`src/rtl/majority_seq_pkg.sv`:
```
// Shared types for the sequential majority voter: FSM state encoding and count-width helper.
package majority_pkg;

  typedef enum logic [1:0] {
    IDLE  = 2'd0,
    COUNT = 2'd1,
    DONE  = 2'd2
  } state_t;

  function automatic int cnt_w(input int width);
    return $clog2(width + 1);
  endfunction

endpackage

```
`src/rtl/majority_seq_popcount_lanes.sv`:
```
// Combinational popcount of LANES bits; zero latency, no handshake.
module popcount_lanes #(
  parameter int LANES = 4
) (
  input  logic [LANES-1:0]            bits,
  output logic [$clog2(LANES+1)-1:0]  count
);

  localparam int OW = $clog2(LANES + 1);

  always_comb begin
    count = '0;
    for (int i = 0; i < LANES; i++) begin
      count = count + OW'(bits[i]);
    end
  end

endmodule

```
`src/rtl/majority_seq.sv`:
```
// Sequential majority/threshold voter: one word per WIDTH/LANES+2 cycles, result valid WIDTH/LANES edges after accept.
// Result holds in DONE until out_ready; no new word is taken while counting or holding a result.
module majority_seq
  import majority_pkg::*;
#(
  parameter int WIDTH    = 16,
  parameter int LANES    = 4,
  parameter bit TIE_MODE = 1'b0
) (
  input  logic                         clk,
  input  logic                         rst_n,
  input  logic                         in_valid,
  output logic                         in_ready,
  input  logic [WIDTH-1:0]             in_data,
  input  logic                         thr_en,
  input  logic [cnt_w(WIDTH)-1:0]      thr_val,
  output logic                         out_valid,
  input  logic                         out_ready,
  output logic [cnt_w(WIDTH)-1:0]      out_count,
  output logic                         out_major,
  output logic                         out_tie
);

  localparam int CW   = cnt_w(WIDTH);
  localparam int PW   = $clog2(LANES + 1);
  localparam int C    = WIDTH / LANES;
  localparam int CTRW = (C > 1) ? $clog2(C) : 1;

  if ((WIDTH < 2) || (LANES < 1) || ((WIDTH % LANES) != 0)) begin : g_param_check
    $error("majority_seq: WIDTH must be >= 2 and a multiple of LANES");
  end

  state_t            state, state_n;
  logic [WIDTH-1:0]  shift;
  logic [CW-1:0]     acc;
  logic [CTRW-1:0]   ctr;
  logic              thr_en_q;
  logic [CW-1:0]     thr_val_q;
  logic              accept;
  logic [PW-1:0]     pc;

  popcount_lanes #(.LANES(LANES)) u_pc (
    .bits  (shift[LANES-1:0]),
    .count (pc)
  );

  always_ff @(posedge clk or negedge rst_n) begin
    if (!rst_n) begin
      state <= IDLE;
    end else begin
      state <= state_n;
    end
  end

  always_comb begin
    state_n   = state;
    in_ready  = 1'b0;
    out_valid = 1'b0;
    accept    = 1'b0;
    case (state)
      IDLE: begin
        in_ready = 1'b1;
        if (in_valid) begin
          accept  = 1'b1;
          state_n = COUNT;
        end
      end
      COUNT: begin
        if (ctr == CTRW'(C - 1)) begin
          state_n = DONE;
        end
      end
      DONE: begin
        out_valid = 1'b1;
        if (out_ready) begin
          state_n = IDLE;
        end
      end
      default: state_n = IDLE;
    endcase
  end

  always_ff @(posedge clk or negedge rst_n) begin
    if (!rst_n) begin
      shift     <= '0;
      acc       <= '0;
      ctr       <= '0;
      thr_en_q  <= 1'b0;
      thr_val_q <= '0;
    end else if (accept) begin
      shift     <= in_data;
      acc       <= '0;
      ctr       <= '0;
      thr_en_q  <= thr_en;
      thr_val_q <= thr_val;
    end else if (state == COUNT) begin
      acc   <= acc + CW'(pc);
      shift <= shift >> LANES;
      ctr   <= ctr + CTRW'(1);
    end
  end

  // Decisions use one extra bit so doubling the count never wraps.
  logic [CW:0] cnt2, wid, acc_x, thr_x;
  logic        tie, major_maj, major_thr;

  always_comb begin
    cnt2      = {acc, 1'b0};
    wid       = (CW + 1)'(WIDTH);
    acc_x     = {1'b0, acc};
    thr_x     = {1'b0, thr_val_q};
    tie       = (cnt2 == wid);
    major_maj = (cnt2 > wid) | (tie & TIE_MODE);
    major_thr = (acc_x >= thr_x);
  end

  always_comb begin
    out_count = out_valid ? acc : '0;
    out_tie   = out_valid & tie;
    out_major = out_valid & (thr_en_q ? major_thr : major_maj);
  end

endmodule
```
`config.mk`:
```
export PLATFORM = sky130hd
export DESIGN_NAME = majority_seq
export DESIGN_NICKNAME = d
export VERILOG_FILES = /design/src/rtl/majority_seq_pkg.sv /design/src/rtl/majority_seq_popcount_lanes.sv /design/src/rtl/majority_seq.sv
export SDC_FILE = /design/constraint.sdc
export NUM_CORES = 1
export LEC_CHECK = 0
export ABC_CLOCK_PERIOD_IN_PS = 3300
export CORE_MARGIN = 3
export CORE_UTILIZATION = 40
export CTS_BUF_LIST = sky130_fd_sc_hd__clkbuf_16
export DETAILED_ROUTE_END_ITERATION = 6
export DONT_BUFFER_PORTS = 1
export HOLD_SLACK_MARGIN = 0.06
export SYNTH_ARGS = -nofsm -noshare
export SYNTH_HDL_FRONTEND = slang
export SYNTH_SLANG_ARGS = --single-unit
```
`constraint.sdc`:
```
create_clock -name clk -period 3.3 [get_ports clk]
set_input_delay 0.495 -clock clk [delete_from_list [all_inputs] [get_ports clk]]
set_output_delay 0.495 -clock clk [all_outputs]
set_load 0.01 [all_outputs]
```
==> metrics.cfg <==
[clocking]
ctsHtreeMaxLevel=2
cts_tree=done
clockBufferDepth=2
cts_buffers=5
cts_root_buf=clkbuf_16
clk_latency_ps=270
clk_pin_slew_worst_paths_ps=50
clock-sinks=31

[timing]
relSlewSlack_pct=57.3
fmax_mhz=415
rsz0062_at_grt=false
fin_crit_ps=2410
setup_viol=0
maxSlewViolCount=0
setup_tns_ps=0
fin_crit_sh_pct=73.1
worst_slew_pin_slew_ps=638
skew_ps=3.48
hold_viol=0

[floorplan]
row_count=22
ioPinCount=35
core_region_area_um2=3740
initial_core_util_pct=42.6
die_w_um=69.2
die_height_um=69.2
die_area_um2=4780

[synth]
synth-edff-count=0
synthCells=170
synth-adder-area-share_pct=11.1
ys_ff_latch=31
avgSynthCellArea_um2=9.38
synth_xor_area_share_pct=0.549
ys_async_sr_fraction_pct=100
synthMuxAreaShare_pct=0
synth_top_family_by_area=simple AND/OR/NAND/NOR gates
synth_area_um2=1600
synth_compound_area_share_pct=15.7
synthDistinctLibCells=27
synth-simple-area-share_pct=18.1
synthFlopType=dfrtp_1
yosys_warnings=0
mappedNetlistNets=209
ys_seq_area_share_pct=48.6

[worst_setup_path]
worst-r2r-cell-count=11
worstSetupEndpointType=flip-flop
worstPathArrival_ps=2560
reg2reg_setup_slack_ps=890
critPathLaunchType=flip-flop
cp_max_fo=2
crit_type=flip-flop to flip-flop
crit_required_ps=3440

[global_routing]
grt_pass1_vias=1285
grt_max_degree=32
grt_pass1_wl_um=5950
gr-total-overflow=0
track_usage_pct=15.8
antenna_found_initial=0

[placed_design]
port_buffers=0
dp_hpwl_um=2410
placed_cell_area_um2=1630
gp_congestion=0.795

[power_and_ir_drop]
irDropWorstVdd_mv=0.437
p_leak_nw=0.868
powerDensity_nw_per_um2=1070
p_sw_share_pct=39.8
clockPowerShare_pct=21.7
internal-power_mw=1.16
seq_power_share_pct=35.2
comb_power_share_pct=43.1
power.switching_uw=763

[finish]
drive_gt1_share_pct=6.32
syn2layout_area_growth_pct=12.6
antenna_cells=0
nets=213
stdcell_area_um2=1800

[drt]
drc=0
avgRoutedWirePerCell_um=14.9
drt_iter0_drc=137
routed_wl_um=3300
vias=1198
ant_nets=0
firstDrtPassIters=4
viasPerCell=5.40

[outcome]
status=finished, final reports clean

[min_path]
min_path_type=primary input to flip-flop
worstHoldPathCells=2

[job]
maxCapViolations=0

metrics by stage:
step,setup slack (ps),total power [mW],hold slack [ps],util [%],std cells
2_1_floorplan,1100,1.32,199,-,170
3_3_place_gp,1050,1.44,200,43.6,213
3_5_place_dp,901,1.50,201,43.6,213
4_1_cts,887,1.94,327,48.0,222
5_1_grt,752,2.12,334,48.0,222
6_report,889,1.92,330,48.0,222
worst paths after layout:
check | from | endpoint
worst max-delay path | shift[0] | acc[4]
worst min-delay path | thr_val[0] | thr_val_q[0]
worst max register to register | shift[0] | acc[4]
worst min register to register | shift[0] | shift[0]
max in group asynchronous | rst_n | shift[4]
min in group asynchronous | rst_n | thr_en_q
flip-flops by register name (all words and copies together) (netlist names):
name and count:
acc 5, ctr 2, shift 16, state 2, thr_en_q 1, thr_val_q 5
cells by family (layout without fill, tap and decap cells):
logic type | after synthesis | after routing
xor gates and xnor gates | 1 | 1
adders and majority gates | 13 | 13
buffers and inverters | 22 | 26
DFF | 31 | 31
and+or+nand+nor | 64 | 64
AOI/OAI and AO/OA | 39 | 39
cell type report:
| class | count | area (µm²) |
|---|---|---|
| fill | 372 | 1950 |
| sequential | 31 | 776 |
| multi-input combinational | 117 | 726 |
| clock buffer | 5 | 125 |
| tap | 48 | 60.1 |
| inverter | 15 | 56.3 |
| timing repair buffer | 4 | 45.0 |
| clock inverter | 2 | 8.76 |
placed cells by master (no fill, tap or decap), drive strengths merged:
cell and instances:
nand2 43, dfrtp 31, o21ai 17, inv 15
ha 11, a22oi 10, clkbuf 5, nor2 4
nand3 4, and2 3, a211oi 3, nor2b 3
buf 3, nand2b 2, a21oi 2, o211ai 2
nor3 2, a221o 2, o31ai 2, fa 2
nor3b 2, clkinv 2, or3 1, a21o 1
xor2 1, dlygate4sd3 1
cell usage after synthesis (all sizes together), types with 3 or more instances:
master	number	area, µm²
ha	11	138
buf	7	37.5
dfrtp	31	776
nor2	4	15.0
o21ai	17	85.1
nor2b	3	18.8
nand3	4	20.0
and2	3	18.8
a22oi	10	75.1
inv	15	56.3
nand2	43	161
a211oi	3	22.5
power groups by stage:
| stage | logic [mW] | registers, mW | clock network [mW] |
|---|---|---|---|
| 2_1_floorplan | 0.672 | 0.644 | 0 |
| 3_3_place_gp | 0.765 | 0.670 | 0 |
| 3_5_place_dp | 0.822 | 0.679 | 0 |
| 6_report | 0.827 | 0.676 | 0.416 |
| 5_1_grt | 0.978 | 0.701 | 0.443 |
| 4_1_cts | 0.844 | 0.676 | 0.426 |
worst max-delay path: stages (launching register included):
cell	delay [ps]
dfrtp_1	370
ha_1	290
inv_1	70
fa_1	400
inv_1	70
ha_1	170
inv_1	60
fa_1	390
nor2b_1	160
o211ai_1	120
nand3_1	100
o21ai_0	80
timing repair:
item                                   CTS  global route
resized for setup                        0             0
endpoints found under the hold margin   31             0
buffers inserted                         0             0
hold buffers                             2             0
metal layers:
metal  part of all wire, %  routed length (µm)  GRT usage, %
met1                    43                1400          18.4
met2                    50                1640          24.9
met3                   5.1                 167          6.71
met4                   2.6                  87          7.81
met5                     0                   0             0
No activity file was read; power rests on OpenSTA's default activity.
